### src/rtl/pi_estimator_pkg.sv
// rtl/pi_estimator_pkg.sv - shared state encoding and fixed-point constants for the pi estimator
package pi_estimator_pkg;

  localparam int PI_FRAC_BITS   = 13;
  localparam int PI_WIDTH       = 16;
  localparam int BATCH_LOG2_MIN = 2;
  localparam int BATCH_LOG2_MAX = 24;

  // 4*hits/2^B in Q3.13 equals hits * 2^(PI_FRAC_BITS+2) / 2^B
  localparam int PI_HIT_SHIFT   = PI_FRAC_BITS + 2;

  typedef enum logic [1:0] {
    ST_IDLE = 2'd0,
    ST_RUN  = 2'd1,
    ST_DONE = 2'd2
  } pi_state_e;

endpackage

### src/rtl/pi_fixed_scaler.sv
// rtl/pi_fixed_scaler.sv - combinational hit count to Q3.13 pi estimate, no divider
module pi_fixed_scaler
  import pi_estimator_pkg::*;
#(
  parameter int BATCH_LOG2 = 16
) (
  input  logic [BATCH_LOG2:0]   hits_i,
  output logic [PI_WIDTH-1:0]   pi_o
);

  generate
    if (BATCH_LOG2 < PI_HIT_SHIFT) begin : g_left
      assign pi_o = {hits_i, {(PI_HIT_SHIFT - BATCH_LOG2){1'b0}}};
    end else if (BATCH_LOG2 == PI_HIT_SHIFT) begin : g_pass
      assign pi_o = hits_i;
    end else begin : g_right
      // Low bits fall off: truncating right shift by BATCH_LOG2-15
      logic unused_low;
      assign pi_o       = hits_i[BATCH_LOG2 -: PI_WIDTH];
      assign unused_low = ^hits_i[BATCH_LOG2-PI_WIDTH:0];
    end
  endgenerate

endmodule

### src/rtl/pi_sample_accumulator.sv
// rtl/pi_sample_accumulator.sv - batch hit counter and pi publisher; PI_ACC_CONTINUOUS_EN restarts batches automatically
module pi_sample_accumulator
  import pi_estimator_pkg::*;
#(
  parameter int BATCH_LOG2 = 16
) (
  input  logic                  clk,
  input  logic                  resetN,
  input  logic                  start,
  input  logic                  sampleValid,
  input  logic                  sampleInside,
  output logic                  sampleReady,
  output logic                  resultValid,
  input  logic                  resultReady,
  output logic [PI_WIDTH-1:0]   piEstimate,
  output logic [BATCH_LOG2:0]   hitCount,
  output logic                  busy,
  output logic [15:0]           batchCount
);

  pi_state_e                 state_q, state_d;
  logic [BATCH_LOG2-1:0]     sample_cnt_q, sample_cnt_d;
  logic [BATCH_LOG2:0]       hit_acc_q, hit_acc_d;
  logic [BATCH_LOG2:0]       hit_final;
  logic [PI_WIDTH-1:0]       pi_scaled;
  logic [PI_WIDTH-1:0]       pi_q;
  logic [BATCH_LOG2:0]       hit_count_q;
  logic [15:0]               batch_cnt_q;
  logic                      accept;
  logic                      last_accept;

  assign accept      = (state_q == ST_RUN) && sampleValid;
  assign last_accept = accept && (sample_cnt_q == '1);
  assign hit_final   = hit_acc_q + (BATCH_LOG2+1)'(sampleInside);

  pi_fixed_scaler #(
    .BATCH_LOG2 (BATCH_LOG2)
  ) u_scaler (
    .hits_i (hit_final),
    .pi_o   (pi_scaled)
  );

  always_ff @(posedge clk or negedge resetN) begin
    if (!resetN) begin
      state_q <= ST_IDLE;
    end else begin
      state_q <= state_d;
    end
  end

  always_comb begin
    state_d = state_q;
    unique case (state_q)
      ST_IDLE: if (start) state_d = ST_RUN;
      ST_RUN:  if (last_accept) state_d = ST_DONE;
      ST_DONE: begin
        if (resultReady) begin
`ifdef PI_ACC_CONTINUOUS_EN
          state_d = ST_RUN;
`else
          state_d = ST_IDLE;
`endif
        end
      end
      default: state_d = ST_IDLE;
    endcase
  end

  always_comb begin
    sampleReady = (state_q == ST_RUN);
    busy        = (state_q == ST_RUN);
    resultValid = (state_q == ST_DONE);
  end

  // Counters are held clear outside RUN so every entry into RUN starts a fresh batch
  always_comb begin
    sample_cnt_d = sample_cnt_q;
    hit_acc_d    = hit_acc_q;
    if (state_q != ST_RUN) begin
      sample_cnt_d = '0;
      hit_acc_d    = '0;
    end else if (accept) begin
      sample_cnt_d = sample_cnt_q + BATCH_LOG2'(1);
      hit_acc_d    = hit_final;
    end
  end

  always_ff @(posedge clk or negedge resetN) begin
    if (!resetN) begin
      sample_cnt_q <= '0;
      hit_acc_q    <= '0;
      pi_q         <= '0;
      hit_count_q  <= '0;
      batch_cnt_q  <= '0;
    end else begin
      sample_cnt_q <= sample_cnt_d;
      hit_acc_q    <= hit_acc_d;
      if (last_accept) begin
        pi_q        <= pi_scaled;
        hit_count_q <= hit_final;
        batch_cnt_q <= batch_cnt_q + 16'd1;
      end
    end
  end

  assign piEstimate = pi_q;
  assign hitCount   = hit_count_q;
  assign batchCount = batch_cnt_q;

endmodule

### config.mk
export PLATFORM = sky130hd
export DESIGN_NAME = pi_sample_accumulator
export DESIGN_NICKNAME = d
export VERILOG_FILES = /design/src/rtl/pi_estimator_pkg.sv /design/src/rtl/pi_fixed_scaler.sv /design/src/rtl/pi_sample_accumulator.sv
export SDC_FILE = /design/constraint.sdc
export NUM_CORES = 1
export LEC_CHECK = 0
export CORE_MARGIN = 3
export CORE_UTILIZATION = 45
export CTS_BUF_LIST = sky130_fd_sc_hd__clkbuf_4
export CTS_CLUSTER_SIZE = 12
export DETAILED_ROUTE_END_ITERATION = 6
export GPL_TIMING_DRIVEN = 0
export PLACE_DENSITY = 0.67
export SETUP_SLACK_MARGIN = 0.05
export SYNTH_ARGS = -nofsm -noshare
export SYNTH_HDL_FRONTEND = slang
export SYNTH_SLANG_ARGS = --single-unit
export TNS_END_PERCENT = 50
### constraint.sdc
create_clock -name clk -period 3 [get_ports clk]
set_clock_uncertainty 0.15 [all_clocks]
set_input_delay 0.45 -clock clk [delete_from_list [all_inputs] [get_ports clk]]
set_output_delay 0.45 -clock clk [all_outputs]
set_load 0.03 [all_outputs]
==> metrics.yaml <==
startpoint_type: "register"
clock_latency_ns: 0.40
area_growth_pct: 22.0
power.density_nw_per_um2: 429
antenna_found_initial: 0
synthTopCellsByArea: "dfrtp_1, xnor2_1, xor2_1"
synth_area_leader_cell: "dfrtp_1"
syn_area_sq_um: 3560
outcome: "finished with violations"
crit_path_max_fanout: 10
fin_crit_sh_pct: 93.3
wl_per_cell_um: 14.9
die_h_um: 95.0
power.leakage_nw: 1.84
fp-row-count: 31
drc: 0
grt_max_degree: 69
drive_gt1_share_pct: 13.7
setup-violations-final: 0
path_clk_slew_ns: 0.10
pin_count: 58
start_util_pct: 47.8
vias_per_cell: 5.29
met3_wirelength_um: 400
synth.distinct_cells: 39
track_usage_pct: 19.0
cts_tree: "done"
synth_seq_cells: 68
crit_type: "register to output pin"
wl_met1_mm: 3.71
cts_max_path_buffers: 2
final_antenna_net_count: 0
final-seq-area_sq_um: 1700
wirelength_mm: 7.77
finalNonFillerCells: 521
syn_nets: 361
die_area_sq_um: 9020
initialDrtViolationCount: 143
seq_area_frac_synth_pct: 47.8
cts_htree_levels: 3
crit_arrival_ns: 2.20
grt_overflow: 0
first_pass_iters: 4
grt_pass1_wl_mm: 13.4
worst_hold_slack_ns: -0.0213
chipWidth_um: 95.0
crit_slowest_cell: "clkdlybuf4s50_1"
period_needed_ns: 2.80
max_freq_mhz: 357
cts-buffers-inserted: 9
crit_path_end_kind: "output pin"
n_antenna_cell: 0
syn_avg_cell_area_sq_um: 10.2
postCtsSetupRepairBufs: 0
synth.yosys.warnings: 0
p_total_mw: 1.86
num-fill-cells: 708
root_buffer: "clkbuf_4"
grt_pass1_vias: 2802
route.top_layer_used: "met4"
slowest_delay_ns: 0.66
hold_violations: 20
place_area_sq_um: 4250
portBuffers: 56
gp_routability_congestion: 0.906
maxCapViolations: 0
required_ns: 2.40
violations: "hold timing"
max-slew-margin-rel_pct: 44.0
worstMarginPinSlew_ns: 0.840
ir_drop_v: 0.000315
vias: 2756
core_sq_um: 7450
cts.sinks: 68
netlist_instances: 351
multiInputGateArea_sq_um: 1620
path_cells: "nand2b_1 > clkbuf_4 > inv_1 > buf_4 > clkdlybuf4s50_1"
yosysTopAreaCellShare_pct: 47.8
hpwl_mm: 5.56
dpl.cell_count: 506
slew_viol_final: 0
wl_met2_mm: 3.56
rsz0062_at_grt: "no"
hold_path_class: "primary input to async pin"
nNetsFinal: 427
fin_area_sq_um: 4350
## per-layer routing
metal  track usage, %  up-vias
li1                 -     1367
met1             26.8     1310
met2             29.9       68
met3             3.82       11
met4             5.05        0
met5                0        -
## layout by cell type, fill, tap and decap left out, types with 2 or more instances in the layout
master	n
nor2_1	21
and3_2	2
buf_4	18
nand3_1	20
nor3_1	3
clkinv_1	5
mux2_2	6
or3_2	2
xnor2_1	26
o21ai_0	26
or4_1	3
inv_1	6
dfrtp_1	68
and2_1	5
or3_1	14
nand4_1	19
mux2_1	4
a31oi_1	2
buf_2	5
clkdlybuf4s50_1	55
clkbuf_4	12
ha_1	4
and3_1	5
nand2_1	14
nand2b_1	2
and4_1	6
clkbuf_1	7
buf_6	3
nor4_1	8
a21oi_1	18
nor3_2	3
mux2i_1	3
xor2_1	18
## critical path: cells and delay by family (launching register included)
family / cells / cell delay, ns
buffers and inverters: 4 / 1.11
flip-flops: 1 / 0.42
AND/OR/NAND/NOR: 1 / 0.28
## power breakdown
part	internal (mW)	switching [mW]	leakage, nW
combinational	0.118	0.166	0.862
sequential	0.995	0.0974	0.924
clock	0.176	0.311	0.0584
## through the flow
stage          utilization, %  setup WS (ns)  setup TNS [ns]
2_1_floorplan               -          0.858               0
3_3_place_gp             57.0          -1.02          -69.10
3_5_place_dp             57.0          0.130               0
4_1_cts                  58.4         0.0892               0
5_1_grt                  58.4         0.0967               0
6_report                 58.4          0.200               0
## sequential cells by signal (all words and copies together), names as in the netlist
signal        cells
hitCount          1
state_q           2
batchCount       16
hit_acc_q        17
sample_cnt_q     16
piEstimate       16
## cells by family after synthesis
| group | share of synthesized area [%] |
|---|---|
| compound gates | 6.74 |
| buf+inv | 6.81 |
| simple gates | 22.5 |
| flops | 47.8 |
| xor+xnor | 10.8 |
| fa+ha+maj | 1.40 |
| mux | 4.00 |
## repair_timing
| action | 4_1_cts | 5_1_grt |
|---|---|---|
| hold buffers | 0 | 0 |
| setup endpoints to repair | 2 | 1 |
| pin swaps | 0 | 0 |
| gates cloned | 0 | 0 |
| gates resized for setup | 2 | 0 |
## cell type report
type / count / area share, %
clock inverters: 5 / 0.432
repair buffers: 56 / 12.8
multi-input cells: 243 / 37.2
clock buffers: 11 / 1.90
inverters: 6 / 0.518
well taps: 99 / 2.85
flip-flops and latches: 68 / 39.1
plain buffers: 33 / 5.07
## Yosys cell counts (all sizes together)
| library cell | number |
|---|---|
| and2 | 6 |
| o31ai | 1 |
| nand2 | 14 |
| nand2b | 2 |
| nand3 | 21 |
| a21oi | 18 |
| mux2 | 10 |
| nor4 | 8 |
| inv | 6 |
| o21ai | 26 |
| nor2 | 22 |
| buf | 25 |
| dfrtp | 68 |
| or3 | 16 |
| clkbuf | 9 |
| a31oi | 2 |
| mux2i | 3 |
| and4 | 6 |
| and3 | 7 |
| or2 | 1 |
| or4 | 4 |
| xor2 | 18 |
| xnor2 | 26 |
| nand4 | 21 |
| nor3 | 6 |
| nand3b | 1 |
| ha | 4 |
## final timing paths
kind | from | end | slack (ns) | cells after the start
max | state_q[1] | sampleReady | 0.20 | 5
min | resetN | batchCount[8] | -0.02 | 1
max reg2reg | sample_cnt_q[0] | piEstimate[7] | 0.58 | 6
min reg2reg | batchCount[15] | batchCount[15] | 0.33 | 1
max in group asynchronous | resetN | piEstimate[8] | 2.16 | 1
min in group clk | sampleValid | hit_acc_q[3] | 0.30 | 4
Power figures use the tool's default switching activity.
